**config.mk**
```make
export PLATFORM = sky130hd
export DESIGN_NAME = debounce_edge
export DESIGN_NICKNAME = d
export VERILOG_FILES = /design/src/rtl/debounce_pkg.sv /design/src/rtl/sync_2ff.sv /design/src/rtl/debounce_edge.sv
export SDC_FILE = /design/constraint.sdc
export NUM_CORES = 1
export LEC_CHECK = 0
export CORE_AREA = 2 2 39 41
export DETAILED_ROUTE_END_ITERATION = 10
export DIE_AREA = 0 0 41 43
export MAX_ROUTING_LAYER = met4
export PLACE_DENSITY_LB_ADDON = 0.15
export SLEW_MARGIN = 20
export SYNTH_ARGS = -nofsm -noshare
export SYNTH_HDL_FRONTEND = slang
export SYNTH_SLANG_ARGS = --single-unit
```
**constraint.sdc**
```tcl
create_clock -name clk -period 1.43 [get_ports clk]
set_clock_uncertainty 0.2 [all_clocks]
set_input_delay 0.143 -clock clk [delete_from_list [all_inputs] [get_ports clk]]
set_output_delay 0.143 -clock clk [all_outputs]
set_load 0.01 [all_outputs]
```
**src/rtl/debounce_pkg.sv**
```systemverilog
// Shared types and helpers for the pin debouncer: FSM state encoding and the
// minimum legal stability window.
package debounce_pkg;

  typedef enum logic [1:0] {
    IDLE_LOW   = 2'd0,
    CHECK_HIGH = 2'd1,
    IDLE_HIGH  = 2'd2,
    CHECK_LOW  = 2'd3
  } db_state_t;

  localparam int DB_MIN_STABLE = 2;

  // Resting state for a given debounced level.
  function automatic db_state_t idle_state(input logic lvl);
    return lvl ? IDLE_HIGH : IDLE_LOW;
  endfunction

  // Counting state entered when the synchronized input disagrees with lvl.
  function automatic db_state_t check_state(input logic lvl);
    return lvl ? CHECK_LOW : CHECK_HIGH;
  endfunction

endpackage

```
**src/rtl/sync_2ff.sv**
```systemverilog
// Two-flop synchronizer for a single asynchronous pin; reusable for any input.
// Only the second stage may be observed by downstream logic.
module sync_2ff #(
  parameter logic RST_VAL = 1'b0
) (
  input  logic clk,
  input  logic rst,
  input  logic d,
  output logic q
);

  logic meta;

  always_ff @(posedge clk) begin
    if (rst) begin
      meta <= RST_VAL;
      q    <= RST_VAL;
    end else begin
      meta <= d;
      q    <= meta;
    end
  end

endmodule

```
**src/rtl/debounce_edge.sv**
```systemverilog
// Synchronizes and debounces one asynchronous input, producing a clean level
// and single-cycle rise/fall pulses. The FSM state is exposed for observation.
module debounce_edge
  import debounce_pkg::*;
#(
  parameter int   STABLE_CYCLES = 4,
  parameter logic INIT          = 1'b0
) (
  input  logic      clk,
  input  logic      rst,
  input  logic      din,
  output logic      level,
  output logic      rise,
  output logic      fall,
  output logic      busy,
  output db_state_t state
);

  localparam int        CNT_W       = (STABLE_CYCLES > 1) ? $clog2(STABLE_CYCLES) : 1;
  localparam logic [CNT_W-1:0] CNT_LAST = CNT_W'(STABLE_CYCLES - 1);
  localparam db_state_t RESET_STATE = idle_state(INIT);

  if (STABLE_CYCLES < DB_MIN_STABLE) begin : g_bad_stable
    $error("debounce_edge: STABLE_CYCLES must be at least %0d", DB_MIN_STABLE);
  end

  logic             s2;
  logic [CNT_W-1:0] cnt;

  sync_2ff #(
    .RST_VAL(INIT)
  ) u_sync (
    .clk(clk),
    .rst(rst),
    .d  (din),
    .q  (s2)
  );

  // A candidate change must be seen on STABLE_CYCLES consecutive edges; any
  // edge agreeing with the current level discards the count silently.
  always_ff @(posedge clk) begin
    if (rst) begin
      state <= RESET_STATE;
      cnt   <= '0;
      level <= INIT;
      rise  <= 1'b0;
      fall  <= 1'b0;
      busy  <= 1'b0;
    end else begin
      rise <= 1'b0;
      fall <= 1'b0;
      if (s2 != level) begin
        if (cnt == CNT_LAST) begin
          level <= s2;
          cnt   <= '0;
          rise  <= s2;
          fall  <= ~s2;
          busy  <= 1'b0;
          state <= idle_state(s2);
        end else begin
          cnt   <= cnt + CNT_W'(1);
          busy  <= 1'b1;
          state <= check_state(level);
        end
      end else begin
        cnt   <= '0;
        busy  <= 1'b0;
        state <= idle_state(level);
      end
    end
  end

  a_pulse_exclusive : assert property (@(posedge clk) !(rise && fall));
  a_cnt_bounded     : assert property (@(posedge clk) cnt <= CNT_LAST);

endmodule
```
==> run_results.csv <==
group,metric,value,unit
critical_path,endpoint_kind,"register",
finish,num_antenna_cells,0,
power_and_ir_drop,pwr-share-seq,55.3,%
placement,place_congestion,0.699,
cts,clock-sinks,9,
power_and_ir_drop,switchingPower,91.8,µW
synthesis,synthSimpleGateAreaFrac,24.2,%
cts,clock_latency,0.25,ns
grt,track_usage,7.84,%
timing,fin_ws,0.178,ns
min_path,hp-class,"register to register",
power_and_ir_drop,ir_drop,0.446,mV
synthesis,synthAdderAreaFrac,4.24,%
cts,clk_pin_slew,0.06,ns
finish,drive_above_1_share,23.5,%
timing,relSlewSlack,80.8,%
power_and_ir_drop,power_density,1130,nW/µm²
critical_path,r2r_end,"level",
grt,grt_max_degree,7,
critical_path,crit_start,"cnt[0]",
critical_path,rr_worst_depth,3,
critical_path,crit_type,"register to register",
synthesis,yosys_warnings,0,
timing,min_period,1.25,ns
placement,place_inst,46,
critical_path,slowest_stage,"dfxtp_1",
critical_path,crit-reg2reg-launch,"cnt[0]",
min_path,hold_depth,1,
synthesis,synth_area_leaders,"dfxtp_1 (61%), and4bb_2 (8.5%), nor4b_2 (5.1%), ha_1 (4.2%), nor2b_1 (4.2%)",
power_and_ir_drop,p_int,374,µW
floorplanning,row_count,14,
critical_path,arrival,1.19,ns
timing,tightestPinTransition,0.286,ns
status,status,"complete, no violations",
floorplanning,die_h,43,µm
drt,wirelength,465,µm
synthesis,synth_top_area_cell,"dfxtp_1",
finish,final_cell_mix,"dfxtp_1 (8), dlygate4sd2_1 (6), clkbuf_4 (3)",
floorplanning,start_util,21.3,%
critical_path,cp.depth,3,
grt,antenna_found_initial,0,
cts,cts_tree,"built",
floorplanning,ioPinCount,9,
timing,fin_setup_tns,0,ns
critical_path,worstPathRequired,1.37,ns
cts,cts_root_buffer,"clkbuf_4",
synthesis,synth-xor-area-share,2.97,%
power_and_ir_drop,clockPowerShare,40.7,%
drt,wl_met1,198,µm
floorplanning,core,1380,µm²
finish,area_delta_synth_final,39.0,%
placement,place_ws,0.126,ns
synthesis,syn_inst,23,
critical_path,r2r_setup_slack,0.18,ns
timing,drv_slew,0,
floorplanning,die_w,41,µm
timing,period_share,87.5,%
timing,hold_viol_final,0,
drt,met2_length,228,µm
drt,top_layer_used,"met3",
critical_path,crit_path_max_incr_delay,0.34,ns
synthesis,syn_nets,27,
drt,wl_per_cell,9.30,µm
synthesis,synthMuxAreaShare,3.39,%
synthesis,syn-mean-instance-area,12.8,µm²
critical_path,cp_max_fo,6,
critical_path,path_cells,"ha_1 -> mux2i_1 -> nor2_1",
grt,grt_pass1_vias,189,
drt,wl_met3,38,µm
power_and_ir_drop,power_frac_comb,4.1,%
power_and_ir_drop,swShare,19.7,%
drt,drc,0,
critical_path,startpoint_type,"register",
synthesis,netlist_area,295,µm²
flow_run,max_cap_violations,0,
grt,grt_overflow_total,0,
cts,htree_num_levels,1,
synthesis,synth-seq-area-share,61.0,%
finish,nets,39,
finish,fill_cells,147,
drt,drtPass1Iterations,2,
synthesis,synth_compound_area_share,0,%
timing,fin_hold_ws,0.234,ns
finish,final_common_cell,"dfxtp_1",
synthesis,ys_types,12,
timing,finalSetupViolations,0,
synthesis,ys_seq_elements,9,
cts,numCtsBuffers,3,
drt,drtAntennaViolNets,0,
critical_path,worstPathBufferInverterCount,0,
critical_path,cp_top_family,"flip-flops",
drt,vias,206,
cts,cts.path.max_buffers,2,
power_and_ir_drop,power.leakage,0.000183,µW
drt,first_iter_violations,1,
floorplanning,die_area,1760,µm²
finish,finalNonFillerCells,50,
synthesis,yosys.area.top_type_share,61.0,%
timing,rsz0062_at_grt,"no",
drt,avgViaCountPerCell,4.12,
synthesis,synth_top_family_by_area,"simple AND/OR/NAND/NOR gates",
critical_path,crit_path_end,"level",
placement,port-buffer-count,8,
timing,max_freq,799,MHz
grt,grt_pass1_wl,800,µm
-- cells in the mapped netlist, drive strengths merged --
cell type	instances
mux2i	1
nor3	1
xnor2	1
nor2b	2
clkbuf	1
ha	1
nor4b	1
nor2	2
and4bb	2
buf	1
nor4	1
dfxtp	9
-- what timing repair did --
| action | CTS | global route |
|---|---|---|
| hold buffers | 0 | 0 |
| endpoints found under the setup margin | 6 | 0 |
| setup buffers | 0 | 0 |
| gates resized for setup | 7 | 0 |
-- how the worst min path moves through the flow --
stage	to	slack, ns	start
6_report	cnt[0]	0.23	cnt[0]
5_1_grt	u_sync.q	0.26	u_sync.meta
4_1_cts	cnt[0]	0.24	cnt[0]
3_5_place_dp	cnt[0]	0.23	cnt[0]
3_3_place_gp	cnt[0]	0.23	cnt[0]
2_1_floorplan	u_sync.meta	0.07	din
-- worst register-to-register path, cell delays in order, from the launching register on --
cell	delay (ns)
dfxtp_1	0.34
ha_1	0.28
mux2i_1	0.27
nor2_1	0.05
-- sequential cells by signal, indices dropped and copies added (netlist names) --
name	cells
u_sync.meta	1
cnt	2
u_sync.q	1
fall	1
state	1
rise	1
level	1
busy	1
-- power groups by stage --
stage / combinational (µW) / clock [µW] / sequential, µW
floorplan: 10.3 / 0 / 263
global placement: 20.1 / 0 / 263
detailed placement: 20.3 / 0 / 263
CTS: 19.2 / 200 / 257
global route: 21.3 / 217 / 257
finish: 18.9 / 189 / 257
-- per-layer routing --
layer	up-vias	track usage (%)
met5	-	-
met4	0	10.0
met3	0	3.14
met2	7	9.06
met1	97	8.41
li1	102	-
-- layout make-up --
| class | count | area (µm²) | share of cell area [%] |
|---|---|---|---|
| Timing Repair Buffer | 9 | 80.1 | 19.5 |
| Tap cell | 16 | 20.0 | 4.88 |
| Sequential cell | 9 | 181 | 44.2 |
| Clock buffer | 4 | 26.3 | 6.40 |
| Multi-Input combinational cell | 12 | 103 | 25.0 |
-- cells by family after synthesis --
family	count (synthesis)
multiplexers	1
AND/OR/NAND/NOR	9
adder cells (fa/ha/maj)	1
XOR/XNOR	1
buffers and inverters	2
flip-flops	9
-- per-stage QoR --
| step | cell area (µm²) | power (µW) | util [%] |
|---|---|---|---|
| after global routing | 410 | 496 | 29.7 |
| final | 410 | 466 | 29.7 |
| after global placement | 390 | 283 | 28.2 |
| after floorplan | 295 | 273 | - |
| after detailed placement | 390 | 283 | 28.2 |
| after CTS | 410 | 477 | 29.7 |
Power figures use the tool's default switching activity.
